**config.mk**
```make
export PLATFORM = sky130hd
export DESIGN_NAME = xifo_buffer
export DESIGN_NICKNAME = d
export VERILOG_FILES = /design/src/rtl/xifo_pkg.sv /design/src/rtl/xifo_ram.sv /design/src/rtl/xifo_buffer.sv
export SDC_FILE = /design/constraint.sdc
export NUM_CORES = 1
export LEC_CHECK = 0
export BUFFER_PORTS_ARGS = -buffer_cell sky130_fd_sc_hd__buf_4
export CORE_ASPECT_RATIO = 0.9
export CORE_UTILIZATION = 38
export DETAILED_ROUTE_END_ITERATION = 12
export GPL_ROUTABILITY_DRIVEN = 1
export PLACE_DENSITY = 0.53
export SLEW_MARGIN = 25
export SYNTH_ARGS = -nofsm -noshare
export SYNTH_HDL_FRONTEND = slang
export SYNTH_SLANG_ARGS = --single-unit
```
**constraint.sdc**
```tcl
create_clock -name Clk -period 3.8 [get_ports Clk]
set_input_delay 0.57 -clock Clk [delete_from_list [all_inputs] [get_ports Clk]]
set_output_delay 0.57 -clock Clk [all_outputs]
set_load 0.01 [all_outputs]
```
**src/rtl/xifo_pkg.sv**
```systemverilog
// rtl/xifo_pkg.sv - shared constants and helpers for the xifo stack/queue buffer
package xifo_pkg;

  localparam int MODE_STACK = 0;
  localparam int MODE_QUEUE = 1;

  localparam int SIZE_MIN       = 8;
  localparam int SIZE_MAX       = 32;
  localparam int ADDR_WIDTH_MIN = 2;
  localparam int ADDR_WIDTH_MAX = 10;

  function automatic int xifo_clog2(input int value);
    int r;
    r = 0;
    for (int i = 0; i < 32; i++) begin
      if ((1 << r) < value) r = r + 1;
    end
    return r;
  endfunction

endpackage

```
**src/rtl/xifo_ram.sv**
```systemverilog
// rtl/xifo_ram.sv - simple dual-port RAM, one write port, one read port with registered output
module xifo_ram #(
  parameter int SIZE       = 16,
  parameter int ADDR_WIDTH = 3
) (
  input  logic                  clk,
  input  logic                  rst,
  input  logic                  wr_en,
  input  logic [ADDR_WIDTH-1:0] wr_addr,
  input  logic [SIZE-1:0]       wr_data,
  input  logic                  rd_en,
  input  logic [ADDR_WIDTH-1:0] rd_addr,
  output logic [SIZE-1:0]       rd_data
);

  localparam int DEPTH = 1 << ADDR_WIDTH;

  logic [SIZE-1:0] mem_q [DEPTH];
  logic [SIZE-1:0] rd_data_d;
  logic [SIZE-1:0] rd_data_q;

  always_ff @(posedge clk) begin
    if (wr_en) mem_q[wr_addr] <= wr_data;
  end

  // Same-edge read and write of one address returns the old word.
  always_comb begin
    rd_data_d = rd_data_q;
    if (rd_en) rd_data_d = mem_q[rd_addr];
  end

  always_ff @(posedge clk or posedge rst) begin
    if (rst) rd_data_q <= '0;
    else     rd_data_q <= rd_data_d;
  end

  assign rd_data = rd_data_q;

endmodule

```
**src/rtl/xifo_buffer.sv**
```systemverilog
// rtl/xifo_buffer.sv - single-clock stack/queue buffer; XIFO_ALMOST_EN adds almost-full/empty flags
module xifo_buffer
  import xifo_pkg::*;
#(
  parameter int MODE       = MODE_STACK,
  parameter int SIZE       = 16,
  parameter int ADDR_WIDTH = 3
`ifdef XIFO_ALMOST_EN
  ,
  parameter int AF_LEVEL   = (1 << ADDR_WIDTH) - 1,
  parameter int AE_LEVEL   = 1
`endif
) (
  input  logic                  Clk,
  input  logic                  Rst,
  input  logic                  Wren,
  input  logic                  Rden,
  input  logic [SIZE-1:0]       Datain,
  output logic [SIZE-1:0]       Dataout,
  output logic                  Rvalid,
  output logic                  Full,
  output logic                  Empty,
  output logic [ADDR_WIDTH:0]   Count,
  output logic                  Overflow,
  output logic                  Underflow
`ifdef XIFO_ALMOST_EN
  ,
  output logic                  Almost_full,
  output logic                  Almost_empty
`endif
);

  localparam int DEPTH = 1 << ADDR_WIDTH;
  localparam int CW    = xifo_clog2(DEPTH) + 1;
  localparam logic [CW-1:0] DEPTH_CNT = CW'(DEPTH);

  logic [ADDR_WIDTH-1:0] wr_ptr_d, wr_ptr_q;
  logic [ADDR_WIDTH-1:0] rd_ptr_d, rd_ptr_q;
  logic [CW-1:0]         count_d, count_q;
  logic                  full_d, full_q;
  logic                  empty_d, empty_q;
  logic                  rvalid_d, rvalid_q;
  logic                  overflow_d, overflow_q;
  logic                  underflow_d, underflow_q;

  logic                  wr_acc;
  logic                  rd_acc;
  logic [ADDR_WIDTH-1:0] sp_top;
  logic [ADDR_WIDTH-1:0] mem_wr_addr;
  logic [ADDR_WIDTH-1:0] mem_rd_addr;

  always_comb begin
    // A full buffer still takes a write when a read frees a slot on the same edge.
    wr_acc      = Wren && (!full_q || Rden);
    rd_acc      = Rden && !empty_q;
    overflow_d  = Wren && !wr_acc;
    underflow_d = Rden && !rd_acc;
    rvalid_d    = rd_acc;

    count_d = count_q;
    if (wr_acc && !rd_acc)      count_d = count_q + 1'b1;
    else if (rd_acc && !wr_acc) count_d = count_q - 1'b1;
    full_d  = (count_d == DEPTH_CNT);
    empty_d = (count_d == '0);

    wr_ptr_d    = wr_ptr_q;
    rd_ptr_d    = rd_ptr_q;
    sp_top      = ADDR_WIDTH'(count_q - 1'b1);
    mem_wr_addr = wr_ptr_q;
    mem_rd_addr = rd_ptr_q;

    if (MODE == MODE_QUEUE) begin
      if (wr_acc) wr_ptr_d = wr_ptr_q + 1'b1;
      if (rd_acc) rd_ptr_d = rd_ptr_q + 1'b1;
    end else begin
      // Stack pointer is the occupancy; a pop+push overwrites the current top.
      mem_rd_addr = sp_top;
      mem_wr_addr = rd_acc ? sp_top : ADDR_WIDTH'(count_q);
    end
  end

  always_ff @(posedge Clk or posedge Rst) begin
    if (Rst) begin
      wr_ptr_q    <= '0;
      rd_ptr_q    <= '0;
      count_q     <= '0;
      full_q      <= 1'b0;
      empty_q     <= 1'b1;
      rvalid_q    <= 1'b0;
      overflow_q  <= 1'b0;
      underflow_q <= 1'b0;
    end else begin
      wr_ptr_q    <= wr_ptr_d;
      rd_ptr_q    <= rd_ptr_d;
      count_q     <= count_d;
      full_q      <= full_d;
      empty_q     <= empty_d;
      rvalid_q    <= rvalid_d;
      overflow_q  <= overflow_d;
      underflow_q <= underflow_d;
    end
  end

  xifo_ram #(
    .SIZE       (SIZE),
    .ADDR_WIDTH (ADDR_WIDTH)
  ) u_ram (
    .clk     (Clk),
    .rst     (Rst),
    .wr_en   (wr_acc),
    .wr_addr (mem_wr_addr),
    .wr_data (Datain),
    .rd_en   (rd_acc),
    .rd_addr (mem_rd_addr),
    .rd_data (Dataout)
  );

  assign Rvalid    = rvalid_q;
  assign Full      = full_q;
  assign Empty     = empty_q;
  assign Count     = count_q;
  assign Overflow  = overflow_q;
  assign Underflow = underflow_q;

`ifdef XIFO_ALMOST_EN
  localparam logic [CW-1:0] AF_CNT = CW'(AF_LEVEL);
  localparam logic [CW-1:0] AE_CNT = CW'(AE_LEVEL);

  logic almost_full_d, almost_full_q;
  logic almost_empty_d, almost_empty_q;

  always_comb begin
    almost_full_d  = (count_d >= AF_CNT);
    almost_empty_d = (count_d <= AE_CNT);
  end

  always_ff @(posedge Clk or posedge Rst) begin
    if (Rst) begin
      almost_full_q  <= 1'b0;
      almost_empty_q <= 1'b1;
    end else begin
      almost_full_q  <= almost_full_d;
      almost_empty_q <= almost_empty_d;
    end
  end

  assign Almost_full  = almost_full_q;
  assign Almost_empty = almost_empty_q;
`endif

endmodule

```
==> impl_metrics.toml <==
[outcome]
status = "completed"

[power]
finalPower_mw = 6.601
p_leak_nw = 2.600
powerDensity_nw_per_um2 = 899.1
vdd_drop_max_mv = 0.4527

[sta]
tightest_slew_ns = 0.9274
tns_ns = 0
finalHoldViolations = 0
drv_slew = 0
finalClockSkew_ns = 0.006963
rsz0062_at_grt = "no"
max_freq_ghz = 0.3806
period_share = 0.6915
setup_ws_ns = 1.172
slew_headroom = 0.3802
min_period_ns = 2.628
setup_viol = 0

[setup_path]
crit_type = "reg -> reg"
rr_worst_depth = 6
critPathArrivalTime_ns = 2.92
r2r_end = "u_ram.rd_data[12]"
crit_required_ns = 4.09
startpoint_type = "flip-flop"
regToRegSetupSlack_ns = 1.17
critPathMaxFanout = 16
cp-end-kind = "flip-flop"
r2r_start = "Count[1]"

[synthesis]
syn-cell-area_um2 = 6116
syn_avg_cell_area_um2 = 16.48
synth_compound_area_frac = 0.07201
synth_adder_area_share = 0.004092
ys_types = 37
synthSimpleGateAreaFrac = 0.05606
synthXorXnorAreaFrac = 0.002864
netlist_top_cells_count = "edfxtp_1 (128), mux2_2 (62), o22ai_1 (31)"
yosysTopAreaCell = "edfxtp_1"
ys.flop_type = "edfxtp_1"
synth_top_family_by_area = "multiplexers"
yosysMostFrequentCell = "edfxtp_1"
yosysTopAreaCellShare = 0.6285
synth_cells = 371
ys_seq_elements = 153
synth_nets = 393
synthTopCellsByArea = "edfxtp_1 (63%), mux2_2 (11%), dfrtp_1 (9.8%), o22ai_1 (3.2%), o31ai_1 (1.8%)"
synth_seq_area_share = 0.7310
yosysWarningCount = 0
ys_async_sr_fraction = 0.1634
synth.mux.area_fraction = 0.1158
synth-edff-count = 128

[placement]
gp_congestion = 0.7168
dp_hpwl_mm = 7.549
portBuffers = 44
place_ws_ns = 0.8744
dp.cells = 615

[global_route]
grt_overflow = 0
grt.total_usage = 0.1754
grt_pass1_wl_mm = 20.33
antenna_found_initial = 0
grt_start_max_net_pins = 45
grt_pass1_vias = 3557

[clock_tree]
postCtsSetupBuffers = 0
clk_pin_slew_ns = 0.06
clock_latency_ns = 0.43
cts_buffer_depth = 2
cts_tree = "built"
numClockSinks = 153
htree_levels = 4
cts.repair.resized = 0
cts_buffers = 17
root_buffer = "clkbuf_16"
hold_buffers = 0

[finish]
layout.cells.non_filler = 647
drive_gt1_frac = 0.3506
syn_to_final_growth_pct = 20.05
finish.utilization = 0.4722
antenna_cells = 0
n_fill_cell = 1343
nets = 454

[detailed_routing]
routed_wl_mm = 13.20
first_pass_iters = 5
postRouteAntennaNets = 0
viasPerCell = 5.354
drt_iter0_drc = 160
vias = 3464
drt-wirelength-per-cell_um = 20.40
drc = 0

[die]
coreArea_um2 = 15550
placementRows = 43
die_h_um = 122.4
die_w_um = 135.7
start_util = 0.3933
die_area_um2 = 16610
io_pins = 45

[run]
maxCapViolCount = 0

[worst_hold_path]
hold_path.class = "in -> async"
==> cells by family (layout without fill, tap and decap cells) <==
logic type      Yosys count  after routing
mux                      63             63
buf+inv                  25             99
compound gates           61             61
fa+ha+maj                 2              2
flops                   153            153
simple gates             65             65
xor+xnor                  2              2
==> cells in the final DEF (no fill, tap or decap), drive strengths merged, types with 4 or more instances in the layout <==
master / n
buf: 63
clkbuf: 24
clkinv: 4
dfrtp: 24
edfxtp: 128
inv: 4
mux2: 62
nand2: 26
nor2: 13
nor2b: 4
nor4bb: 4
o211ai: 4
o22ai: 31
o31ai: 15
==> critical path, cell delays in order, from the launching register on <==
cell      delay (ns)
dfrtp_1         0.61
inv_1           0.16
ha_4            0.21
xor2_1          0.30
nand2_1         0.62
a211oi_1        0.48
o41ai_1         0.11
==> per-stage QoR <==
step	hold slack, ns	cell area (µm²)
6_report	0.2389	7342
4_1_cts	0.2452	7332
3_3_place_gp	0.4692	6748
5_1_grt	0.2750	7342
2_1_floorplan	0.5115	6116
3_5_place_dp	0.4745	6748
==> area by class of cell <==
type / count / area (µm²) / area share
sequential: 153 / 4471 / 0.6089
clock inverter: 8 / 92.59 / 0.01261
tap: 202 / 252.7 / 0.03442
multi-input combinational: 193 / 1546 / 0.2106
timing repair buffer: 63 / 473.0 / 0.06442
clock buffer: 24 / 491.7 / 0.06697
inverter: 4 / 15.01 / 0.002045
==> state kept, by name, indices dropped and copies added (netlist names) <==
signal	count
Full	1
Underflow	1
u_ram.mem_q	128
Empty	1
u_ram.rd_data	16
Count	4
Overflow	1
Rvalid	1
==> per-layer routing <==
layer  vias up  track usage  part of all wire
met4         0      0.09129             0.026
met3        24      0.04957             0.046
met2        98       0.2781              0.48
met5         -            0                 0
li1       1587            -                 -
met1      1755       0.2187              0.44
==> worst max path at each step <==
stage                     slack, ns  depth (start not counted)     start                end
after floorplan                0.91                          7  Count[1]  u_ram.mem_q[2][0]
after global placement         0.96                          6  Count[1]   u_ram.rd_data[7]
after detailed placement       0.87                          6  Count[1]  u_ram.rd_data[13]
after CTS                      0.86                          6  Count[0]  u_ram.rd_data[13]
after global routing           0.99                          6  Count[1]  u_ram.rd_data[12]
final                          1.17                          6  Count[1]  u_ram.rd_data[12]
==> power breakdown <==
group          internal, mW  switching, mW  total, mW  leakage, nW
registers              2.26          0.175       2.43         1.46
logic                  1.13           1.38       2.51        0.854
clock network          1.03          0.630       1.66        0.281
total                  4.41           2.19       6.60         2.60
Note: power is estimated with default switching activity, not from simulation.
